## src/rtl/break_select_sequencer_if.sv

```systemverilog
// Bundle of request, clause-memory, counter/selector and flip-result signals
// for break_select_sequencer; slave is the sequencer side, master its environment.
interface break_select_sequencer_if #(
   parameter int unsigned NSAT        = 3,
   parameter int unsigned NSAT_BITS   = 2,
   parameter int unsigned NUM_CLAUSES = 20,
   parameter int unsigned VAR_BITS    = 8
);
   logic                       start_i;
   logic                       start_ready_o;
   logic [NSAT*VAR_BITS-1:0]   cand_vars_i;
   logic [NSAT-1:0]            cand_valid_i;
   logic                       rd_en_o;
   logic [VAR_BITS-1:0]        rd_addr_o;
   logic [2*NUM_CLAUSES-1:0]   rd_data_i;
   logic [NUM_CLAUSES-1:0]     clause_broken_o;
   logic [NUM_CLAUSES-1:0]     mask_bits_o;
   logic [NSAT-1:0]            break_values_valid_o;
   logic [NSAT_BITS-1:0]       wren_o;
   logic [NSAT_BITS-1:0]       select_i;
   logic [NUM_CLAUSES-1:0]     clause_broken_bits_i;
   logic                       flip_valid_o;
   logic                       flip_ready_i;
   logic [VAR_BITS-1:0]        flip_var_o;
   logic [NUM_CLAUSES-1:0]     flip_broken_bits_o;
   logic                       no_candidate_o;

   modport slave (
      input  start_i, cand_vars_i, cand_valid_i, rd_data_i, select_i,
             clause_broken_bits_i, flip_ready_i,
      output start_ready_o, rd_en_o, rd_addr_o, clause_broken_o, mask_bits_o,
             break_values_valid_o, wren_o, flip_valid_o, flip_var_o,
             flip_broken_bits_o, no_candidate_o
   );

   modport master (
      output start_i, cand_vars_i, cand_valid_i, rd_data_i, select_i,
             clause_broken_bits_i, flip_ready_i,
      input  start_ready_o, rd_en_o, rd_addr_o, clause_broken_o, mask_bits_o,
             break_values_valid_o, wren_o, flip_valid_o, flip_var_o,
             flip_broken_bits_o, no_candidate_o
   );
endinterface

```

## src/rtl/break_select_sequencer.sv

```systemverilog
// Sequences clause-memory reads and counter wren strobes for one flip decision,
// then captures the selector's choice and offers it on a valid/ready handshake.
module break_select_sequencer #(
   parameter int unsigned NSAT        = 3,
   parameter int unsigned NSAT_BITS   = 2,
   parameter int unsigned NUM_CLAUSES = 20,
   parameter int unsigned VAR_BITS    = 8
) (
   input logic                     clk,
   input logic                     reset_n,
   break_select_sequencer_if.slave bus
);
   localparam int unsigned KW = (NSAT > 1) ? $clog2(NSAT) : 1;
   localparam logic [KW-1:0] LAST_SLOT = KW'(NSAT - 1);

   // CHK is the cycle after acceptance that routes an empty request straight to DONE;
   // WR carries the one-hot wren strobe, the final all-ones strobe is SEL itself.
   typedef enum logic [3:0] {IDLE, CHK, RD, LD, WR, SEL, CAP, BITS, DONE} state_t;

   state_t                 state_q, state_d;
   logic [KW-1:0]          slot_q, slot_d;
   logic [VAR_BITS-1:0]    var_q [NSAT];
   logic [NSAT-1:0]        valid_q;
   logic [NSAT_BITS-1:0]   sel_q;
   logic [KW-1:0]          sel_idx;
   logic [NUM_CLAUSES-1:0] broken_q, mask_q, flip_bits_q;
   logic [VAR_BITS-1:0]    flip_var_q;
   logic                   no_cand_q;
   logic                   accept;
   logic [NSAT_BITS-1:0]   wren;

   assign accept = (state_q == IDLE) && bus.start_i;

   always_ff @(posedge clk or negedge reset_n) begin
      if (!reset_n) begin
         state_q <= IDLE;
         slot_q  <= '0;
      end else begin
         state_q <= state_d;
         slot_q  <= slot_d;
      end
   end

   always_comb begin
      state_d = state_q;
      slot_d  = slot_q;
      case (state_q)
         IDLE: if (bus.start_i) state_d = CHK;
         CHK: begin
            slot_d  = '0;
            state_d = (valid_q == '0) ? DONE : RD;
         end
         RD:   state_d = LD;
         LD:   state_d = (slot_q == LAST_SLOT) ? SEL : WR;
         WR: begin
            slot_d  = slot_q + KW'(1);
            state_d = RD;
         end
         SEL:  state_d = CAP;
         CAP:  state_d = BITS;
         BITS: state_d = DONE;
         DONE: if (bus.flip_ready_i) state_d = IDLE;
         default: state_d = IDLE;
      endcase
   end

   // Out-of-range selector choices fall back to candidate 0.
   always_comb begin
      sel_idx = '0;
      if (32'(sel_q) < NSAT) sel_idx = KW'(sel_q);
   end

   always_ff @(posedge clk or negedge reset_n) begin
      if (!reset_n) begin
         for (int unsigned i = 0; i < NSAT; i++) var_q[i] <= '0;
         valid_q     <= '0;
         sel_q       <= '0;
         broken_q    <= '0;
         mask_q      <= '0;
         flip_bits_q <= '0;
         flip_var_q  <= '0;
         no_cand_q   <= 1'b0;
      end else begin
         if (accept) begin
            for (int unsigned i = 0; i < NSAT; i++)
               var_q[i] <= bus.cand_vars_i[i*VAR_BITS +: VAR_BITS];
            valid_q <= bus.cand_valid_i;
         end
         if (state_q == CHK && valid_q == '0) begin
            no_cand_q   <= 1'b1;
            flip_var_q  <= '0;
            flip_bits_q <= '0;
         end
         if (state_q == LD) begin
            broken_q <= valid_q[slot_q] ? bus.rd_data_i[NUM_CLAUSES-1:0] : '0;
            mask_q   <= valid_q[slot_q] ? bus.rd_data_i[2*NUM_CLAUSES-1:NUM_CLAUSES] : '0;
         end
         if (state_q == CAP) sel_q <= bus.select_i;
         if (state_q == BITS) begin
            flip_bits_q <= bus.clause_broken_bits_i;
            flip_var_q  <= var_q[sel_idx];
         end
         if (state_q == DONE && bus.flip_ready_i) no_cand_q <= 1'b0;
      end
   end

   always_comb begin
      wren = '0;
      if (state_q == WR)       wren = NSAT_BITS'(1) << slot_q;
      else if (state_q == SEL) wren = '1;
   end

   assign bus.start_ready_o        = (state_q == IDLE);
   assign bus.rd_en_o              = (state_q == RD) && valid_q[slot_q];
   assign bus.rd_addr_o            = (state_q == RD) ? var_q[slot_q] : '0;
   assign bus.clause_broken_o      = broken_q;
   assign bus.mask_bits_o          = mask_q;
   assign bus.break_values_valid_o = (state_q == SEL) ? valid_q : '0;
   assign bus.wren_o               = wren;
   assign bus.flip_valid_o         = (state_q == DONE);
   assign bus.flip_var_o           = flip_var_q;
   assign bus.flip_broken_bits_o   = flip_bits_q;
   assign bus.no_candidate_o       = no_cand_q;
endmodule
```

## src/flat_wrapper.sv

```systemverilog
// flat-port wrapper written by rule: the top's interface ports become plain ports
module break_select_sequencer_flat 
#(
   parameter int unsigned NSAT        = 3,
   parameter int unsigned NSAT_BITS   = 2,
   parameter int unsigned NUM_CLAUSES = 20,
   parameter int unsigned VAR_BITS    = 8
)
  (clk, reset_n, bus_start_i, bus_cand_vars_i, bus_cand_valid_i, bus_rd_data_i, bus_select_i, bus_clause_broken_bits_i, bus_flip_ready_i, bus_start_ready_o, bus_rd_en_o, bus_rd_addr_o, bus_clause_broken_o, bus_mask_bits_o, bus_break_values_valid_o, bus_wren_o, bus_flip_valid_o, bus_flip_var_o, bus_flip_broken_bits_o, bus_no_candidate_o);
  break_select_sequencer_if #(.NSAT(NSAT), .NSAT_BITS(NSAT_BITS), .NUM_CLAUSES(NUM_CLAUSES), .VAR_BITS(VAR_BITS)) bus_i ();
  input logic clk;
  input logic reset_n;
  input wire logic [$bits(bus_i.start_i)-1:0] bus_start_i;
  input wire logic [$bits(bus_i.cand_vars_i)-1:0] bus_cand_vars_i;
  input wire logic [$bits(bus_i.cand_valid_i)-1:0] bus_cand_valid_i;
  input wire logic [$bits(bus_i.rd_data_i)-1:0] bus_rd_data_i;
  input wire logic [$bits(bus_i.select_i)-1:0] bus_select_i;
  input wire logic [$bits(bus_i.clause_broken_bits_i)-1:0] bus_clause_broken_bits_i;
  input wire logic [$bits(bus_i.flip_ready_i)-1:0] bus_flip_ready_i;
  output wire logic [$bits(bus_i.start_ready_o)-1:0] bus_start_ready_o;
  output wire logic [$bits(bus_i.rd_en_o)-1:0] bus_rd_en_o;
  output wire logic [$bits(bus_i.rd_addr_o)-1:0] bus_rd_addr_o;
  output wire logic [$bits(bus_i.clause_broken_o)-1:0] bus_clause_broken_o;
  output wire logic [$bits(bus_i.mask_bits_o)-1:0] bus_mask_bits_o;
  output wire logic [$bits(bus_i.break_values_valid_o)-1:0] bus_break_values_valid_o;
  output wire logic [$bits(bus_i.wren_o)-1:0] bus_wren_o;
  output wire logic [$bits(bus_i.flip_valid_o)-1:0] bus_flip_valid_o;
  output wire logic [$bits(bus_i.flip_var_o)-1:0] bus_flip_var_o;
  output wire logic [$bits(bus_i.flip_broken_bits_o)-1:0] bus_flip_broken_bits_o;
  output wire logic [$bits(bus_i.no_candidate_o)-1:0] bus_no_candidate_o;
  assign bus_i.start_i = bus_start_i;
  assign bus_i.cand_vars_i = bus_cand_vars_i;
  assign bus_i.cand_valid_i = bus_cand_valid_i;
  assign bus_i.rd_data_i = bus_rd_data_i;
  assign bus_i.select_i = bus_select_i;
  assign bus_i.clause_broken_bits_i = bus_clause_broken_bits_i;
  assign bus_i.flip_ready_i = bus_flip_ready_i;
  assign bus_start_ready_o = bus_i.start_ready_o;
  assign bus_rd_en_o = bus_i.rd_en_o;
  assign bus_rd_addr_o = bus_i.rd_addr_o;
  assign bus_clause_broken_o = bus_i.clause_broken_o;
  assign bus_mask_bits_o = bus_i.mask_bits_o;
  assign bus_break_values_valid_o = bus_i.break_values_valid_o;
  assign bus_wren_o = bus_i.wren_o;
  assign bus_flip_valid_o = bus_i.flip_valid_o;
  assign bus_flip_var_o = bus_i.flip_var_o;
  assign bus_flip_broken_bits_o = bus_i.flip_broken_bits_o;
  assign bus_no_candidate_o = bus_i.no_candidate_o;
  break_select_sequencer #(.NSAT(NSAT), .NSAT_BITS(NSAT_BITS), .NUM_CLAUSES(NUM_CLAUSES), .VAR_BITS(VAR_BITS)) u_core (.clk(clk), .reset_n(reset_n), .bus(bus_i));
endmodule
```

## config.mk

```make
export PLATFORM = sky130hd
export DESIGN_NAME = break_select_sequencer_flat
export DESIGN_NICKNAME = d
export VERILOG_FILES = /design/src/rtl/break_select_sequencer_if.sv /design/src/rtl/break_select_sequencer.sv /design/src/flat_wrapper.sv
export SDC_FILE = /design/constraint.sdc
export NUM_CORES = 1
export LEC_CHECK = 0
export BUFFER_PORTS_ARGS = -buffer_cell sky130_fd_sc_hd__buf_2
export CAP_MARGIN = 10
export CORE_AREA = 2 2 109 111
export CTS_BUF_LIST = sky130_fd_sc_hd__clkbuf_4
export DETAILED_ROUTE_END_ITERATION = 10
export DIE_AREA = 0 0 111 113
export PLACE_DENSITY_LB_ADDON = 0.25
export SYNTH_ARGS = -nofsm -noshare
export SYNTH_HDL_FRONTEND = slang
export SYNTH_SLANG_ARGS = --single-unit
```

## constraint.sdc

```tcl
create_clock -name clk -period 1.73 [get_ports clk]
set_input_delay 0.0865 -clock clk [delete_from_list [all_inputs] [get_ports clk]]
set_output_delay 0.0865 -clock clk [all_outputs]
set_load 0.05 [all_outputs]
```

==> impl_metrics.yaml, run 1 <==
worst_setup_path:
  reg2reg_from: "u_core.state_q[1]"
  crit_required_ps: 1640
  cp_max_fo: 5
  crit_type: "flop to primary output"
  cp_slowest_cell: "or4b_4"
  crit_start: "u_core.state_q[2]"
  cpLargestDelayFamily: "simple AND/OR/NAND/NOR gates"
  crit_arrival_ps: 1910
  worst-r2r-cell-count: 6
  max_stage_delay_ps: 600
  timing.rr.end: "u_core.var_q[20]"
  crit_buf_inv: 2
  worst_setup_path_start_kind: "flop"
  worstSetupEndpointType: "primary output"
  reg2reg_slack_ps: -60
  crit_chain: "or4b_4 > buf_12 > nor2_4 > buf_8"
routing:
  drcViolationCount: 0
  vias_per_cell: 5.04
  drt_first_pass_iters: 4
  via_count: 4281
  wl_per_cell_um: 16.8
  postRouteAntennaNets: 0
  drt_iter0_markers: 281
  finalWirelength_um: 14200
synthesis:
  postSynth.asyncResetShare_pct: 100
  yosysWarnings: 0
  synthFlopType: "dfrtp_1"
  synth_edf_count: 0
  synth_nets: 504
  synthesis.area_um2: 4630
  ys_seq_area_share_pct: 56.2
  synth.distinct_cells: 38
  synth_area_per_cell_um2: 11.3
  synthCells: 408
  synth-seq-cells: 104
grt:
  grt_max_degree: 46
  track_usage_pct: 21.5
  antenna_found_initial: 0
  grt_pass1_vias: 4432
  grt_pass1_wl_um: 21900
  gr-total-overflow: 0
place:
  dp_worst_setup_slack_ps: 81.2
  placedCellCount: 720
  dp_hpwl_um: 8140
  io_buffers: 177
  gp_congestion: 0.804
  placed_cell_area_um2: 5870
timing:
  finalSetupViolCount: 36
  max_freq_mhz: 502
  max_slew_margin_pct: 66.2
  fin_crit_ps: 1990
  worst_pin_slew_ps: 507
  min_period_over_period_pct: 115
  skew_ps: 16.0
  setup_ws_ps: -264
  rsz0062_at_grt: "true"
  maxSlewViolCount: 0
  hold_viol: 0
final_layout:
  area.growth.synth_to_final_pct: 61.1
  final_area_um2: 7460
  antenna_cells: 0
  final_net_count: 797
  fin_cells: 849
  final_core_util_pct: 66.2
  drive_gt1_share_pct: 44.8
clock_network:
  clk_latency_ps: 440
  cts_made_buffers: 9
  clockBufferDepth: 2
  clock-sinks: 104
  cts-root-buf: "clkbuf_4"
  cts_tree: "yes"
  htreeDepth: 3
  clkTransAtPathRegs_ps: 150
hold_path:
  hp-class: "input port to flop"
  hold_start: "bus_start_i"
  whs_endpoint: "u_core.state_q[0]"
  hold_path_depth: 4
power:
  intPower_w: 0.00756
  p_switching_w: 0.00762
  comb_power_share_pct: 63.9
  cellLeakagePower_nw: 3.64
  peakVddDrop_v: 0.00122
  p_per_area_nw_per_um2: 2030
  p_seq_share_pct: 28.8
  power_w: 0.0152
  switching_share_pct: 50.2
  p_clk_share_pct: 7.4
run_status:
  status: "finished, violations left"
  violations: "negative setup slack"
floorplanning:
  initial_core_util_pct: 41.1
  io_pins: 178
  fp-row-count: 39
  core_area_um2: 11300
  die_x_um: 111
  fp.dieH_um: 113
  die_area_um2: 12500
job:
  drv_cap: 0
==> sequential cells by signal, indices dropped and copies added, names as in the netlist <==
| register | flops |
|---|---|
| u_core.bus.no_candidate_o | 1 |
| u_core.valid_q | 3 |
| u_core.bus.clause_broken_o | 20 |
| u_core.bus.flip_broken_bits_o | 20 |
| u_core.bus.flip_var_o | 8 |
| u_core.var_q | 24 |
| u_core.state_q | 4 |
| u_core.slot_q | 2 |
| u_core.sel_q | 2 |
| u_core.bus.mask_bits_o | 20 |
==> cells in the mapped netlist (all sizes together), types with 2 or more instances <==
library cell / instances / area share, %
dfrtp: 104 / 56
nand2: 84 / 7.0
o21ai: 43 / 4.6
mux2: 39 / 11
a22o: 21 / 4.0
nor2: 21 / 1.7
buf: 20 / 2.6
clkbuf: 11 / 0.89
a22oi: 9 / 1.6
o221ai: 7 / 1.3
o2bb2ai: 7 / 1.3
a21oi: 5 / 0.54
inv: 4 / 0.32
and2: 3 / 0.41
ha: 3 / 0.81
mux2i: 3 / 0.65
nand2b: 3 / 0.41
and4bb: 2 / 0.54
nand3b: 2 / 0.32
nor2b: 2 / 0.27
nor4b: 2 / 0.65
xor2: 2 / 0.38
==> tightest hold or removal path: stages <==
cell,delay (ps)
buf_2,140
nor2b_1,130
o21bai_1,120
a21oi_1,60
==> cells in the final DEF (no fill, tap or decap), types with 8 or more instances in the layout <==
master         count
a22oi_2            9
buf_6             16
buf_2            160
clkbuf_4          12
a22o_1            21
mux2_4            20
dlygate4sd3_1     91
o21ai_1           20
nand2_1           83
buf_8             12
dfrtp_1          103
mux2_2            19
o21ai_0           22
buf_4             23
nor2_4            12
nor2_1             8
==> metal layers <==
layer | part of all wire, % | track usage, %
met3 | 5.9 | 5.09
met4 | 1.8 | 5.58
met1 | 44 | 27.5
met2 | 49 | 37.1
met5 | 0 | 0
==> through the flow <==
| step | hold slack [ps] | TNS (ps) |
|---|---|---|
| CTS | 57.4 | -7190 |
| detailed placement | 84.0 | 0 |
| finish | 115 | -3670 |
| floorplan | -209 | -7160 |
| global placement | 74.0 | 0 |
| global route | 90.3 | -6190 |
==> worst max path at each step <==
stage / end / slack, ps / cells after the start
finish: bus_rd_addr_o[2] / -260 / 4
CTS: bus_rd_en_o / -290 / 4
detailed placement: u_core.var_q[11] / 80 / 5
floorplan: u_core.valid_q[0] / -290 / 5
global route: bus_rd_addr_o[6] / -340 / 5
global placement: bus_break_values_valid_o[2] / 130 / 5
==> final cells by class <==
cell class,instances,area (um^2)
fillers,842,3810
clock inverters,4,21.3
clock buffers,12,90.1
repair buffers,313,2480
multi-input cells,269,2060
flip-flops and latches,104,2600
inverters,4,18.8
well taps,143,179
==> power groups by stage <==
stage	registers (W)	logic, W	clock network, W
2_1_floorplan	0.00663	0.00377	0
3_3_place_gp	0.00431	0.00809	0
3_5_place_dp	0.00435	0.00826	0
4_1_cts	0.00431	0.00913	0.00116
5_1_grt	0.00450	0.0103	0.00126
6_report	0.00437	0.00969	0.00112
==> cell families after synthesis <==
logic type	after synthesis	share of synthesized area [%]
and+or+nand+nor	126	13.0
DFF	104	56.2
AOI/OAI and AO/OA	96	14.1
muxes	42	11.8
buffers and inverters	35	3.78
adders and majority gates	3	0.811
xor gates and xnor gates	2	0.378
==> what timing repair did <==
item | 4_1_cts | 5_1_grt
pin swaps | 8 | 12
resized for setup | 72 | 32
setup buffers | 17 | 4
endpoints found under the setup margin | 16 | 111
gates cloned | 0 | 5
hold buffers | 91 | 0
hold endpoints to repair | 133 | 0
Note: power is estimated with default switching activity, not from simulation.
==> inputs of run 2 (changes only) <==
--- a/config.mk
+++ b/config.mk
@@ -5,12 +5,13 @@
 export SDC_FILE = /design/constraint.sdc
 export NUM_CORES = 1
 export LEC_CHECK = 0
+export ABC_AREA = 1
 export BUFFER_PORTS_ARGS = -buffer_cell sky130_fd_sc_hd__buf_2
 export CAP_MARGIN = 10
-export CORE_AREA = 2 2 109 111
+export CORE_AREA = 2 2 112 114
 export CTS_BUF_LIST = sky130_fd_sc_hd__clkbuf_4
 export DETAILED_ROUTE_END_ITERATION = 10
-export DIE_AREA = 0 0 111 113
+export DIE_AREA = 0 0 114 116
 export PLACE_DENSITY_LB_ADDON = 0.25
 export SYNTH_ARGS = -nofsm -noshare
 export SYNTH_HDL_FRONTEND = slang
==> run 2 against run 1 <==
Net effect: via count up 20%; global-route usage up 0.67 points; the flow still finishes with violations (negative setup slack); sequential share of layout area down 0.065 points; design area up 0.23%; clock power up 37%; area after synthesis up 6.9%; fmax up 11%; non-clock buffer count down 14; routed wire length up 4.8%; largest power group unchanged; sequential power down 2%; first-iteration DRC count up 46%; worst setup slack better by 200 ps.
==> impl_metrics.yaml, run 2 <==
synthesis:
  netlist.area_leader.share_pct: 52.6
  synth.largest_area_cell: "dfrtp_1"
  synth_common_cells: "nand2_1, dfrtp_1, inv_1, nor2_1, nand3_1"
  synthFlopType: "dfrtp_1"
  synth_edf_count: 0
  synthesis.area_um2: 4950
  synth-seq-cells: 104
  yosysMostFrequentCell: "nand2_1"
  yosysWarnings: 0
  synth_nets: 748
  synth.distinct_cells: 23
  synthCells: 652
  ys_seq_area_share_pct: 52.6
  yosys-top-cells-area: "dfrtp_1, nand2_1, inv_1"
  postSynth.asyncResetShare_pct: 100
  synth_area_per_cell_um2: 7.59
final_layout:
  largest_reg_flops: 24
  area.growth.synth_to_final_pct: 51.2
  final_cell_mix: "nand2_1, buf_2, dfrtp_1"
  final_area_um2: 7480
  fillers: 994
  final_net_count: 1028
  max_flop_register: "u_core.var_q"
  drive_gt1_share_pct: 27.3
  antenna_cells: 0
  mostFrequentLayoutCell: "nand2_1"
routing:
  drt_first_pass_iters: 5
  postRouteAntennaNets: 0
  drt_iter0_markers: 411
  finalWirelength_um: 14900
  via_count: 5148
  wl_per_cell_um: 13.8
  vias_per_cell: 4.75
  drcViolationCount: 0
floorplanning:
  die_area_um2: 13200
  core_area_um2: 11900
  initial_core_util_pct: 41.5
  die_x_um: 114
  io_pins: 178
  fp-row-count: 40
  fp.dieH_um: 116
grt:
  grt_pass1_vias: 4955
  gr-total-overflow: 0
  track_usage_pct: 22.2
  grt_max_degree: 105
  antenna_found_initial: 0
  grt_pass1_wl_um: 23200
worst_setup_path:
  crit_required_ps: 1640
  worst-r2r-cell-count: 10
  cpMostUsedCell: "buf_6"
  crit_start: "u_core.state_q[0]"
  crit_arrival_ps: 1710
  worstSetupEndpointType: "primary output"
  crit_type: "flop to primary output"
  crit_chain: "buf_6 > nor2_4 > nand2_4 > a21oi_4 > buf_6"
  reg2reg_from: "u_core.state_q[0]"
  max_stage_delay_ps: 430
  cp_slowest_cell: "dfrtp_1"
  worst_setup_path_start_kind: "flop"
  cp_max_fo: 5
timing:
  max_slew_margin_pct: 60.9
  min_period_over_period_pct: 104
  rsz0062_at_grt: "true"
  timing.setup.tns_ps: -396
  hold_viol: 0
  setup_ws_ps: -65.4
  finalSetupViolCount: 14
  skew_ps: 11.5
  fin_crit_ps: 1800
  whs_ps: 151
  worst_pin_slew_ps: 587
  maxSlewViolCount: 0
  max_freq_mhz: 557
run_status:
  status: "finished, violations left"
  violations: "negative setup slack"
hold_path:
  hp-class: "input port to asynchronous set/reset pin"
power:
  peakVddDrop_v: 0.000843
  p_per_area_nw_per_um2: 1910
  cellLeakagePower_nw: 4.23
clock_network:
  htreeDepth: 3
  clockBufferDepth: 2
  cts-root-buf: "clkbuf_4"
  cts_made_buffers: 9
  clkTransAtPathRegs_ps: 160
  clk_latency_ps: 490
  clock-sinks: 104
  cts_tree: "yes"
place:
  gp_congestion: 0.824
  dp_hpwl_um: 8960
  placed_cell_area_um2: 6010
  io_buffers: 177
job:
  drv_cap: 0
[run 2: cell count changes after synthesis, moves of 21 or more]
cell	before	now
inv_1	4	80
nand3_1	0	51
a22o_1	21	0
o21ai_0	35	14
nor2_1	21	80
nand2_1	83	241
[run 2: path summary, 6_finish.rpt]
check                                               endpoint  slack, ps
min reg2reg                    u_core.bus.clause_broken_o[5]        490
min                         u_core.bus.flip_broken_bits_o[6]        150
max reg2reg                         u_core.bus.flip_var_o[5]         80
max in group asynchronous         u_core.bus.mask_bits_o[11]       1100
max                                              bus_rd_en_o        -70
min in group clk           u_core.bus.flip_broken_bits_o[12]        330
[run 2: cell families after synthesis]
group	synth area share, %
and+or+nand+nor	31.0
adders and majority gates	0.759
buffers and inverters	10.1
DFF	52.6
AOI/OAI and AO/OA	5.46
[run 2: layout make-up]
class                           instances  area [um^2]  share of cell area, %
Inverter                               83          317                   4.23
Timing Repair Buffer                  299         2250                   30.1
Multi-Input combinational cell        435         1950                   26.0
Tap cell                              147          184                   2.46
Clock buffer                            9         67.6                  0.903
Sequential cell                       104         2610                   34.8
Clock inverter                          7          110                   1.47
[run 2: metrics by stage]
stage	util [%]	total power [W]	cells	setup WS, ps
floorplan	-	0.00985	652	-44.8
global placement	50.5	0.0117	959	241
detailed placement	50.5	0.0118	959	136
CTS	61.8	0.0140	1077	-56.8
global route	62.8	0.0152	1084	-149
finish	62.8	0.0143	1084	-65.4
[run 2: critical path: cells and delay by family, from the launching register on]
kind,cells,cell delay (ps)
flops,1,430
simple gates,2,310
compound gates,1,160
buf+inv,2,310
[run 2: per-layer routing]
| metal | global-route usage [%] | up-vias | share of wire (%) | wire, um |
|---|---|---|---|---|
| li1 | - | 2539 | - | - |
| met3 | 5.75 | 38 | 7.0 | 1040 |
| met5 | 0 | - | 0 | 0 |
| met1 | 28.0 | 2352 | 42 | 6330 |
| met2 | 36.2 | 219 | 48 | 7150 |
| met4 | 9.59 | 0 | 2.7 | 396 |
[run 2: repair_timing]
| action | in CTS | in global routing |
|---|---|---|
| gates resized for setup | 52 | 14 |
| gates cloned | 1 | 1 |
| setup buffers | 9 | 6 |
| hold buffers | 92 | 0 |
| endpoints found under the setup margin | 16 | 81 |
| endpoints found under the hold margin | 196 | 0 |
| pin swaps | 8 | 3 |
[run 2: where the power goes]
part / total [W] / leakage [nW] / switching [W] / internal [W]
Combinational: 0.00843 / 2.85 / 0.00594 / 0.00249
Sequential: 0.00430 / 1.28 / 0.000772 / 0.00353
Clock: 0.00153 / 0.0910 / 0.000810 / 0.000719
==> inputs of run 3 (changes only) <==
--- a/config.mk
+++ b/config.mk
@@ -8,10 +8,10 @@
 export ABC_AREA = 1
 export BUFFER_PORTS_ARGS = -buffer_cell sky130_fd_sc_hd__buf_2
 export CAP_MARGIN = 10
-export CORE_AREA = 2 2 112 114
+export CORE_AREA = 2 2 144 146
 export CTS_BUF_LIST = sky130_fd_sc_hd__clkbuf_4
 export DETAILED_ROUTE_END_ITERATION = 10
-export DIE_AREA = 0 0 114 116
+export DIE_AREA = 0 0 146 148
 export PLACE_DENSITY_LB_ADDON = 0.25
 export SYNTH_ARGS = -nofsm -noshare
 export SYNTH_HDL_FRONTEND = slang
==> run 3 against run 2 <==
Net effect: the run still ends with negative setup slack left; routed wire length rose by 8.1%; worst setup slack improved by 20 ps; die area rose by 63%; critical endpoint is now bus_rd_addr_o[4].
==> impl_metrics.yaml, run 3 (same netlist as run 2, synthesis figures left out) <==
place:
  io_buffers: 177
  dp_hpwl_um: 10300
  gp_congestion: 0.764
  dp_worst_setup_slack_ps: 204
job:
  drv_cap: 0
worst_setup_path:
  reg2reg_from: "u_core.state_q[2]"
  crit_arrival_ps: 1690
  crit_type: "flop to primary output"
  crit_required_ps: 1640
  timing.rr.end: "u_core.slot_q[1]"
  worst-r2r-cell-count: 12
  worstSetupEndpointType: "primary output"
  worst_setup_path_start_kind: "flop"
  reg2reg_slack_ps: 80
  cp_max_fo: 6
timing:
  min_period_over_period_pct: 103
  max_slew_margin_pct: 63.6
  setup_ws_ps: -45.3
  finalSetupViolCount: 9
  hold_viol: 0
  rsz0062_at_grt: "true"
  skew_ps: 18.1
  maxSlewViolCount: 0
  max_freq_mhz: 563
  worst_pin_slew_ps: 545
  fin_crit_ps: 1780
grt:
  grt_pass1_vias: 4818
  grt_max_degree: 54
  gr-total-overflow: 0
  track_usage_pct: 14.5
  grt_pass1_wl_um: 25000
  antenna_found_initial: 1
floorplanning:
  initial_core_util_pct: 24.7
  io_pins: 178
  die_area_um2: 21600
  die_x_um: 146
  fp.dieH_um: 148
  fp-row-count: 52
  core_area_um2: 20000
power:
  intPower_w: 0.00677
  p_switching_w: 0.00764
  comb_power_share_pct: 60.9
  power_w: 0.0144
  p_clk_share_pct: 9.9
  p_seq_share_pct: 29.2
  switching_share_pct: 53.0
  cellLeakagePower_nw: 4.30
  peakVddDrop_v: 0.000920
  p_per_area_nw_per_um2: 1850
routing:
  drt_iter0_markers: 266
  wl_per_cell_um: 13.3
  vias_per_cell: 4.10
  postRouteAntennaNets: 0
  drcViolationCount: 0
  via_count: 4988
  finalWirelength_um: 16100
  drt_first_pass_iters: 5
final_layout:
  drive_gt1_share_pct: 29.8
  area.growth.synth_to_final_pct: 57.7
  max_flop_register: "u_core.var_q"
  fillers: 2135
  final_net_count: 1039
  final_cell_mix: "nand2_1, buf_2, dfrtp_1"
  mostFrequentLayoutCell: "nand2_1"
  largest_reg_flops: 24
clock_network:
  htreeDepth: 3
  cts_made_buffers: 9
  clock-sinks: 104
  cts-root-buf: "clkbuf_4"
  clkTransAtPathRegs_ps: 170
  clockBufferDepth: 2
  cts_tree: "yes"
  clk_latency_ps: 480
run_status:
  status: "finished, violations left"
  violations: "negative setup slack"
hold_path:
  hp-class: "input port to asynchronous set/reset pin"
==> run 3: cell count changes in the layout (fill, tap and decap cells not counted), moves of 3 or more <==
cell     before  now
a21oi_2       8    5
a21oi_4       1    4
nor2_4        5    8
nand2_2       6   17
buf_12        6    9
buf_4        18   27
nand2_1     236  225
==> run 3: worst max path at each step <==
stage | start | end | slack [ps]
after floorplan | u_core.slot_q[1] | bus_rd_addr_o[6] | -40
after global placement | u_core.state_q[1] | bus_rd_en_o | 220
after detailed placement | u_core.state_q[1] | bus_rd_addr_o[7] | 200
after CTS | u_core.slot_q[0] | bus_rd_addr_o[4] | -80
after global routing | u_core.slot_q[0] | bus_rd_addr_o[5] | -150
final | u_core.slot_q[0] | bus_rd_addr_o[4] | -50
==> run 3: area by class of cell <==
class	instances	area (um^2)	area share, %
clock inverters	4	71.3	0.914
diodes	1	2.50	0.0321
repair buffers	311	2380	30.6
flip-flops and latches	104	2610	33.4
clock buffers	10	75.1	0.962
inverters	83	319	4.09
multi-input cells	434	2010	25.7
well taps	270	338	4.33
==> run 3: repair_timing <==
| item | in CTS | in global routing |
|---|---|---|
| hold endpoints to repair | 196 | 0 |
| gates resized for setup | 62 | 30 |
| setup buffers | 18 | 6 |
| pin swaps | 10 | 17 |
| hold buffers | 92 | 0 |
| setup endpoints to repair | 14 | 40 |
| cloned | 2 | 2 |
==> run 3: worst max-delay path: stages (launching register included) <==
cell	delay, ps
dfrtp_2	500
buf_6	160
o211ai_1	280
a21oi_4	110
buf_6	170
==> run 3: stage by stage <==
stage / cell area [um^2] / util, % / std cells / hold WS (ps) / setup TNS [ps]
CTS: 7650 / 38.2 / 1208 / 25.9 / -571
global placement: 6220 / 31.0 / 1082 / 41.4 / 0
global route: 7800 / 38.9 / 1217 / 58.7 / -1460
floorplan: 4970 / - / 652 / -209 / -127
detailed placement: 6220 / 31.0 / 1082 / 43.9 / 0
finish: 7800 / 38.9 / 1217 / 52.8 / -199
==> run 3: power groups by stage <==
stage	combinational, W	clock, W	sequential (W)
2_1_floorplan	0.00315	0	0.00669
3_3_place_gp	0.00769	0	0.00423
3_5_place_dp	0.00776	0	0.00425
4_1_cts	0.00857	0.00151	0.00420
5_1_grt	0.00944	0.00159	0.00437
6_report	0.00877	0.00143	0.00421
==> run 3: routing by layer <==
metal  up-vias  global-route usage (%)  wire length [um]
met5         -                       0                 0
met4         0                    5.00               255
met3        15                    1.91               582
met2       113                    24.5              7750
met1      2302                    19.3              7530
li1       2558                       -                 -
